File: src/rtl/pconv_pkg.sv
// Shared definitions for the pointwise-convolution layer controller:
// FSM state encoding, group-select width and a clog2-based width helper.
package pconv_pkg;

  // Layer sequencing states
  typedef enum logic [2:0] {
    ST_IDLE  = 3'd0,
    ST_LOAD  = 3'd1,
    ST_RUN   = 3'd2,
    ST_DRAIN = 3'd3,
    ST_NEXT  = 3'd4,
    ST_FIN   = 3'd5
  } state_t;

  // Width of the weight/bias/shift ROM group select
  localparam int GRP_W = 8;

  // Bits needed to hold every value 0..max_val inclusive
  function automatic int cnt_w(input int max_val);
    return (max_val < 1) ? 1 : $clog2(max_val + 1);
  endfunction

endpackage

File: src/rtl/pconv_credit.sv
// Downstream credit counter. Starts full at MAX, decrements when a pixel is
// issued and increments when the consumer frees a slot. A simultaneous
// increment and decrement leaves the count unchanged. The decrement is
// refused at zero; the caller masks increments that would pass MAX.
module pconv_credit
  import pconv_pkg::*;
#(
  parameter int MAX = 8,
  parameter int CW  = cnt_w(MAX)
) (
  input  logic          clk,
  input  logic          rst_n,
  input  logic          inc,
  input  logic          dec,
  output logic [CW-1:0] count,
  output logic          zero
);

  logic [CW-1:0] r_count;
  logic          w_dec_ok;

  assign w_dec_ok = dec && (r_count != '0);

  // Credit register: reset to full, move by at most one per cycle
  always_ff @(posedge clk) begin
    if (!rst_n) begin
      r_count <= CW'(MAX);
    end else if (inc && !w_dec_ok) begin
      r_count <= r_count + 1'b1;
    end else if (w_dec_ok && !inc) begin
      r_count <= r_count - 1'b1;
    end
  end

  assign count = r_count;
  assign zero  = (r_count == '0);

endmodule

File: src/rtl/pconv_ctrl.sv
// Pointwise-convolution layer controller. Sequences OUT_GROUPS output-channel
// groups over one external pointwise datapath: for each group it issues the
// P = INPUT_SIZE^2 input pixels under downstream credit flow control, waits
// for P datapath results, then moves to the next group.
// Optional build macro: PCONV_CTRL_PERF_EN adds the 32-bit stall_cnt output
// counting RUN cycles spent with no downstream credit.
module pconv_ctrl
  import pconv_pkg::*;
#(
  parameter int INPUT_SIZE = 6,
  parameter int OUT_GROUPS = 2,
  parameter int CREDITS    = 8,
  parameter int AW         = 6
) (
  input  logic             clk,
  input  logic             rst_n,
  input  logic             start,
  output logic             busy,
  output logic             done,
  output logic [AW-1:0]    pix_addr,
  output logic             pix_rd,
  output logic [GRP_W-1:0] grp_idx,
  output logic             dp_ce,
  output logic             dp_in_vld,
  input  logic             dp_out_vld,
  input  logic             credit_ret,
  output logic             grp_done
`ifdef PCONV_CTRL_PERF_EN
  ,
  output logic [31:0]      stall_cnt
`endif
);

  localparam int P  = INPUT_SIZE * INPUT_SIZE;
  localparam int CW = cnt_w(CREDITS);
  localparam int RW = cnt_w(P);

  state_t           r_state;
  state_t           w_state_next;
  logic [AW-1:0]    r_iss;
  logic [RW-1:0]    r_rcv;
  logic [GRP_W-1:0] r_grp;
  logic             r_in_vld;

  logic [CW-1:0]    w_credit_cnt;
  logic             w_credit_zero;
  logic             w_ret_ok;
  logic             w_pix_rd;
  logic             w_last_iss;
  logic             w_rcv_full;
  logic             w_last_grp;
  logic             w_start_ok;

  assign w_last_iss = (r_iss == AW'(P - 1));
  assign w_rcv_full = (r_rcv == RW'(P));
  assign w_last_grp = (r_grp == GRP_W'(OUT_GROUPS - 1));
  assign w_start_ok = (r_state == ST_IDLE) && start;

  // A slot return with all credits already home is spurious and dropped,
  // unless an issue in the same cycle consumes a credit, in which case the
  // pair cancels and the count stays at its ceiling.
  assign w_ret_ok = credit_ret && ((w_credit_cnt != CW'(CREDITS)) || w_pix_rd);

  pconv_credit #(
    .MAX (CREDITS),
    .CW  (CW)
  ) u_credit (
    .clk   (clk),
    .rst_n (rst_n),
    .inc   (w_ret_ok),
    .dec   (w_pix_rd),
    .count (w_credit_cnt),
    .zero  (w_credit_zero)
  );

  // State register
  always_ff @(posedge clk) begin
    if (!rst_n) begin
      r_state <= ST_IDLE;
    end else begin
      r_state <= w_state_next;
    end
  end

  // Next-state logic
  always_comb begin
    w_state_next = r_state;
    case (r_state)
      ST_IDLE: begin
        if (start) begin
          w_state_next = ST_LOAD;
        end
      end
      ST_LOAD: begin
        w_state_next = ST_RUN;
      end
      ST_RUN: begin
        if (w_pix_rd && w_last_iss) begin
          w_state_next = ST_DRAIN;
        end
      end
      ST_DRAIN: begin
        if (w_rcv_full) begin
          w_state_next = ST_NEXT;
        end
      end
      ST_NEXT: begin
        w_state_next = w_last_grp ? ST_FIN : ST_LOAD;
      end
      ST_FIN: begin
        w_state_next = ST_IDLE;
      end
      default: begin
        w_state_next = ST_IDLE;
      end
    endcase
  end

  // State-decoded outputs; a pixel is read only in RUN with a credit in hand
  always_comb begin
    busy     = (r_state != ST_IDLE);
    done     = (r_state == ST_FIN);
    grp_done = (r_state == ST_NEXT);
    dp_ce    = (r_state == ST_RUN) || (r_state == ST_DRAIN) ||
               (r_state == ST_NEXT);
    w_pix_rd = (r_state == ST_RUN) && !w_credit_zero;
  end

  // Issue/receive counters, group index and read-valid pipeline
  always_ff @(posedge clk) begin
    if (!rst_n) begin
      r_iss    <= '0;
      r_rcv    <= '0;
      r_grp    <= '0;
      r_in_vld <= 1'b0;
    end else begin
      // Input buffer has one cycle of read latency
      r_in_vld <= w_pix_rd;

      if (w_start_ok) begin
        r_grp <= '0;
      end else if ((r_state == ST_NEXT) && !w_last_grp) begin
        r_grp <= r_grp + 1'b1;
      end

      if ((r_state == ST_NEXT) || (r_state == ST_LOAD)) begin
        r_iss <= '0;
      end else if (w_pix_rd && !w_last_iss) begin
        r_iss <= r_iss + 1'b1;
      end

      // Results only count while the datapath is enabled
      if ((r_state == ST_NEXT) || (r_state == ST_LOAD)) begin
        r_rcv <= '0;
      end else if (dp_ce && dp_out_vld && !w_rcv_full) begin
        r_rcv <= r_rcv + 1'b1;
      end
    end
  end

  assign pix_rd    = w_pix_rd;
  assign pix_addr  = r_iss;
  assign grp_idx   = r_grp;
  assign dp_in_vld = r_in_vld;

`ifdef PCONV_CTRL_PERF_EN
  logic [31:0] r_stall_cnt;

  // Credit-starved RUN cycles, restarted per layer, saturating
  always_ff @(posedge clk) begin
    if (!rst_n) begin
      r_stall_cnt <= '0;
    end else if (w_start_ok) begin
      r_stall_cnt <= '0;
    end else if ((r_state == ST_RUN) && w_credit_zero && (r_stall_cnt != '1)) begin
      r_stall_cnt <= r_stall_cnt + 1'b1;
    end
  end

  assign stall_cnt = r_stall_cnt;
`endif

endmodule

File: config.mk
export PLATFORM = sky130hd
export DESIGN_NAME = pconv_ctrl
export DESIGN_NICKNAME = d
export VERILOG_FILES = /design/src/rtl/pconv_pkg.sv /design/src/rtl/pconv_credit.sv /design/src/rtl/pconv_ctrl.sv
export SDC_FILE = /design/constraint.sdc
export NUM_CORES = 1
export LEC_CHECK = 0
export CAP_MARGIN = 30
export CORE_MARGIN = 3
export CORE_UTILIZATION = 52
export CTS_CLUSTER_DIAMETER = 40
export DETAILED_ROUTE_END_ITERATION = 10
export PLACE_DENSITY = 0.76
export SYNTH_ARGS = -nofsm -noshare
export SYNTH_HDL_FRONTEND = slang
export SYNTH_SLANG_ARGS = --single-unit
File: constraint.sdc
create_clock -name clk -period 3 [get_ports clk]
set_clock_uncertainty 0.15 [all_clocks]
set_input_delay 0.6 -clock clk [delete_from_list [all_inputs] [get_ports clk]]
set_output_delay 0.6 -clock clk [all_outputs]
set_load 0.02 [all_outputs]
After elaboration in Yosys (flattened, before gate mapping)
Index checks and enable logic that the tools add are counted.

Output and inout bits: 20. Register bits: 28. Input bits: 5.

Muxes and demuxes: 7. Reductions and logical operators: 29. Eq/ne operators: 12. Bitwise gates (word level): 1. Add/sub/neg operators: 5.

Operator list (number): $pmux 3 s5 (1); $add 6x1->6 const B (2); $eq 6x6->1 const B (2); $mux 3 (4); $logic_and 1x1->1 (11); $add 8x1->8 const B (1); $eq 8x1->1 const B (1); $mux 4 (2); $eq 3x2->1 const B (2); $eq 3x3->1 const B (2); $logic_not 1->1 (6); $ne 2x2->1 const B (3); $add 4x1->4 const B (1); $logic_not 4->1 (1); $logic_or 1x1->1 (4); $ne 4x4->1 const B (1); $reduce_bool 4->1 (1); $reduce_or 2->1 (2); $sub 4x1->4 const B (1); $eq 3x1->1 const B (1); $logic_not 3->1 (1); $reduce_and 3->1 (1); $reduce_bool 3->1 (1); $reduce_bool 2->1 (1); $not 1->1 (1).

Longest topological paths before layout
Depth in word-level cells: 9. Gate-level depth with buffers: 11. Gate-level depth less buffers: 9.

Modules after synthesis
Synthesis repeated with hierarchy kept, for this count alone.

Cells, all modules: 166. Area total of the unflattened synthesis: 1517.7 um^2.

By module, submodules not included: pconv_ctrl (cells an instance 138, instances 1, seq. area each 480.5 um^2, area each 1247.4 um^2); pconv_credit (cells an instance 28, instances 1, seq. area each 80.1 um^2, area each 270.3 um^2).

Worst setup path before layout
Ideal clock, no wire load.

Path kind: flip-flop to flip-flop. Start: register r_state[0]. End: register u_credit.r_count[3], in the netlist u_credit.count[3]. Stages on the path, launching flop included: 12. Data arrival time: 2.494 ns. Path slack: 0.235 ns. Buffers on the path: 2. Data required time: 2.729 ns. Cell sequence: dfxtp_1 > buf_2 > or3b_4 > or2_1 > buf_6 > ha_1 > inv_1 > ha_1 > a21oi_1 > a211oi_1 > a31oi_1 > mux2_2.

Longest elaborated chain between the ends: 7. Elaborated cells on any way between the ends: 11. Those cells by class: eq/ne: 1; mux: 1; reduce/logical: 9.

Ends and longest elaborated chain: start, declared (RTL line pconv_ctrl.sv:38) `state_t r_state;`; start signal, assigned (RTL line pconv_ctrl.sv:81) `r_state <= w_state_next;`; $eq 3x2->1 (*) (RTL line pconv_ctrl.sv:126) `w_pix_rd = (r_state == ST_RUN) && !w_credit_zero;`; $logic_and 1x1->1 (*) (RTL line pconv_ctrl.sv:126); $logic_or 1x1->1 (RTL line pconv_ctrl.sv:62) `assign w_ret_ok = credit_ret && ((w_credit_cnt != CW'(CREDITS)) || w_pix_rd);`; $logic_and 1x1->1 (RTL line pconv_ctrl.sv:62); $logic_not 1->1 (RTL line pconv_credit.sv:30) `end else if (w_dec_ok && !inc) begin`; $logic_and 1x1->1 (RTL line pconv_credit.sv:30); $reduce_bool 2->1 (no source line); end signal, assigned (RTL line pconv_credit.sv:27) `r_count <= CW'(MAX);`; end signal, assigned (RTL line pconv_credit.sv:29) `r_count <= r_count + 1'b1;`; end signal, assigned (RTL line pconv_credit.sv:31) `r_count <= r_count - 1'b1;`; end, declared (RTL line pconv_credit.sv:19) `logic [CW-1:0] r_count;`.

Mark *: on every way between the ends. The rest lies on a longest branch, timed or not. A chain may end at the register's enable or synchronous reset.

Worst setup path in the final report
Start: register r_state[2]. End: register u_credit.r_count[3], in the netlist u_credit.count[3].

The elaborated chain is that of the path after synthesis.

==> reports/metrics.cfg <==
[sta]
fmaxAchievable_mhz=357
grt_setup_unrepaired=no
layout_min_cycle_time_ps=2800
fin_tns_setup_ps=0
hold_violations=0
setup_viol=0
maxSlewHeadroom_pct=53.8
drv_slew=0
worst_slew_pin_slew_ps=694
whs_ps=363
post-route-period-util_pct=93.5

[grt]
grt_max_degree=16
antenna_found_initial=0
grt_pass1_wl_um=5030
met3_usage_pct=2.59
grt_pass1_vias=1228
grt_usage_pct=18.3
busiest_layer=met2
grt_overflow_total=0
grtUsageMet2_pct=32.1
globalRouteMet1Util_pct=22.1

[clock_network]
numCtsBuffers=3
cts_buffer_depth=2
clkSlewWorstSetupHoldPaths_ps=150
worst_skew_pair.late_latency_ps=330
cts_tree=yes
htreeDepth=1
cts-root-buf=clkbuf_4
cts_setup_buffers=0
cts.sink_count=28

[synth]
netlist_area_mm2=0.00150
synth_common_cells=dfxtp_1, nor2_1, o21ai_0
synth_edf_count=0
synth.net_count=188
yosysWarnings=0
synthArstFlopShare_pct=0
synth.most_common_cell=dfxtp_1
ys_ff_latch=28
synth-main-ff-cell=dfxtp_1
yosysTopAreaCell=dfxtp_1
syn_avg_cell_area_um2=8.63
synth_area_leaders=dfxtp_1, ha_1, or3_1
ys_types=44
synth.top_cell.area_share_pct=37.3
synthCells=174
ys_seq_area_share_pct=37.3

[worst_setup_path]
cp_cell_sequence=or3b_4 -> or2_1 -> ha_1 -> inv_1 -> ha_1 -> a21oi_1 -> a211oi_1 -> a31oi_1 -> mux2_2
cpMaxStageDelayCell=or3b_4
critPathMaxFanout=8
critPathCaptureType=flop
crit_top_cell=ha_1
crit_arrival_ps=2890
worstSetupPathType=reg2reg
required_ps=3090
max_stage_delay_ps=440
cp-start-kind=flop
crit_family=simple AND/OR/NAND/NOR gates
cp.buffers_inverters=1

[die]
die_area_mm2=0.00357
die_w_um=59.7
core_area_mm2=0.00261
boundaryPins=25
rows=18
die_y_um=59.7
start_util_pct=57.5

[detailed_routing]
drt-total-wl_um=2960
vias=1284
ant_nets=0
drc_errors=0
via_per_inst=5.58
drt-pass1-iter-count=4
drt-initial-drc-count=64
wl_per_cell_um=12.9

[placement]
port_buffers=24
dp_hpwl_um=2220
place_area_mm2=0.00178
gp_congestion=0.816

[min_path]
holdCritPathClass=reg2reg

[outcome]
status=complete, no violations

[final_layout]
drive_above_1_share_pct=7.50
n_antenna_cell=0
n_fill_cell=221
nets=215
area_delta_synth_final_pct=21.0
final_cell_area_mm2=0.00182

[pwr]
leakagePower_uw=0.000672
ir_worst_vdd_uv=467
p_per_area_mw_per_mm2=482

[run]
maxCapViolCount=0

[worst register-to-register path, stage by stage, from the launching register on]
cell      delay [ps]
dfxtp_1          400
or3b_4           440
or2_1            250
ha_1             210
inv_1            120
ha_1             280
a21oi_1          220
a211oi_1         110
a31oi_1          180
mux2_2           350
[layout by cell type, fill, tap and decap left out, types with 2 or more instances in the layout]
master,n
and3_1,2
clkdlybuf4s50_1,23
nand3_1,7
nor3_1,3
buf_4,5
and2_1,6
clkbuf_4,3
o21a_1,2
nand2_1,7
nor2_1,14
and4_1,2
nand4_1,5
or3_1,9
or4_1,2
o21ai_0,11
xnor2_1,6
ha_1,8
a31oi_1,3
nor2b_1,4
inv_1,9
dfxtp_1,28
xor2_1,6
o211ai_1,3
a211oi_1,2
a21oi_1,9
[cells by family (layout without fill, tap and decap cells)]
logic type      Yosys count  after routing  synth area share, %
fa+ha+maj                 9              9                 8.00
mux                       2              2                 1.42
buf+inv                  16             42                 4.58
flops                    28             28                 37.3
xor+xnor                 12             12                 7.00
compound gates           36             36                 14.6
simple gates             71             71                 27.1
[report_power, final]
| part | switching [µW] | leakage, µW | total (µW) | internal [µW] |
|---|---|---|---|---|
| Sequential | 29.3 | 0.000227 | 429 | 400 |
| Clock | 112 | 0.0000210 | 186 | 74.3 |
| Combinational | 130 | 0.000425 | 260 | 130 |
[sequential cells by signal, summed over array words and instances (netlist names)]
signal	flops
r_state	3
u_credit.count	4
grp_idx	8
r_rcv	6
pix_addr	6
dp_in_vld	1
[stage by stage]
stage	power (µW)	utilization, %	cells	worst slack, ps
6_report	875	69.5	230	196
5_1_grt	931	69.5	230	30.3
4_1_cts	884	69.5	230	202
3_5_place_dp	700	68.2	226	56.0
3_3_place_gp	690	68.2	226	165
2_1_floorplan	638	-	174	235
[final cells by class]
class	count	area (µm²)	area share (%)
Multi-Input combinational cell	130	872	48.0
Sequential cell	28	561	30.9
Inverter	9	33.8	1.86
Timing Repair Buffer	29	277	15.2
Tap cell	30	37.5	2.07
Clock buffer	4	36.3	2.00
[path summary, 6_finish.rpt]
kind | from | slack [ps] | cells past startpoint | end
min | r_rcv[5]$_SDFFE_PP0P_ | 360 | 2 | r_rcv[5]$_SDFFE_PP0P_
min reg2reg | r_rcv[5]$_SDFFE_PP0P_ | 360 | 2 | r_rcv[5]$_SDFFE_PP0P_
max reg2reg | r_state[2]$_SDFFE_PN0P_ | 200 | 9 | u_credit.count[3]$_SDFFE_PN1P_
max | r_state[2]$_SDFFE_PN0P_ | 200 | 9 | u_credit.count[3]$_SDFFE_PN1P_
[metal layers]
layer / vias to the layer above / routed length [µm]
li1: 675 / -
met1: 591 / 1410
met2: 14 / 1450
met3: 4 / 75
met4: 0 / 29
met5: - / 0
[repair_timing]
action / CTS / global route
resized for setup: 1 / 0
hold buffers: 0 / 0
endpoints found under the setup margin: 1 / 0
Power figures use the tool's default switching activity.
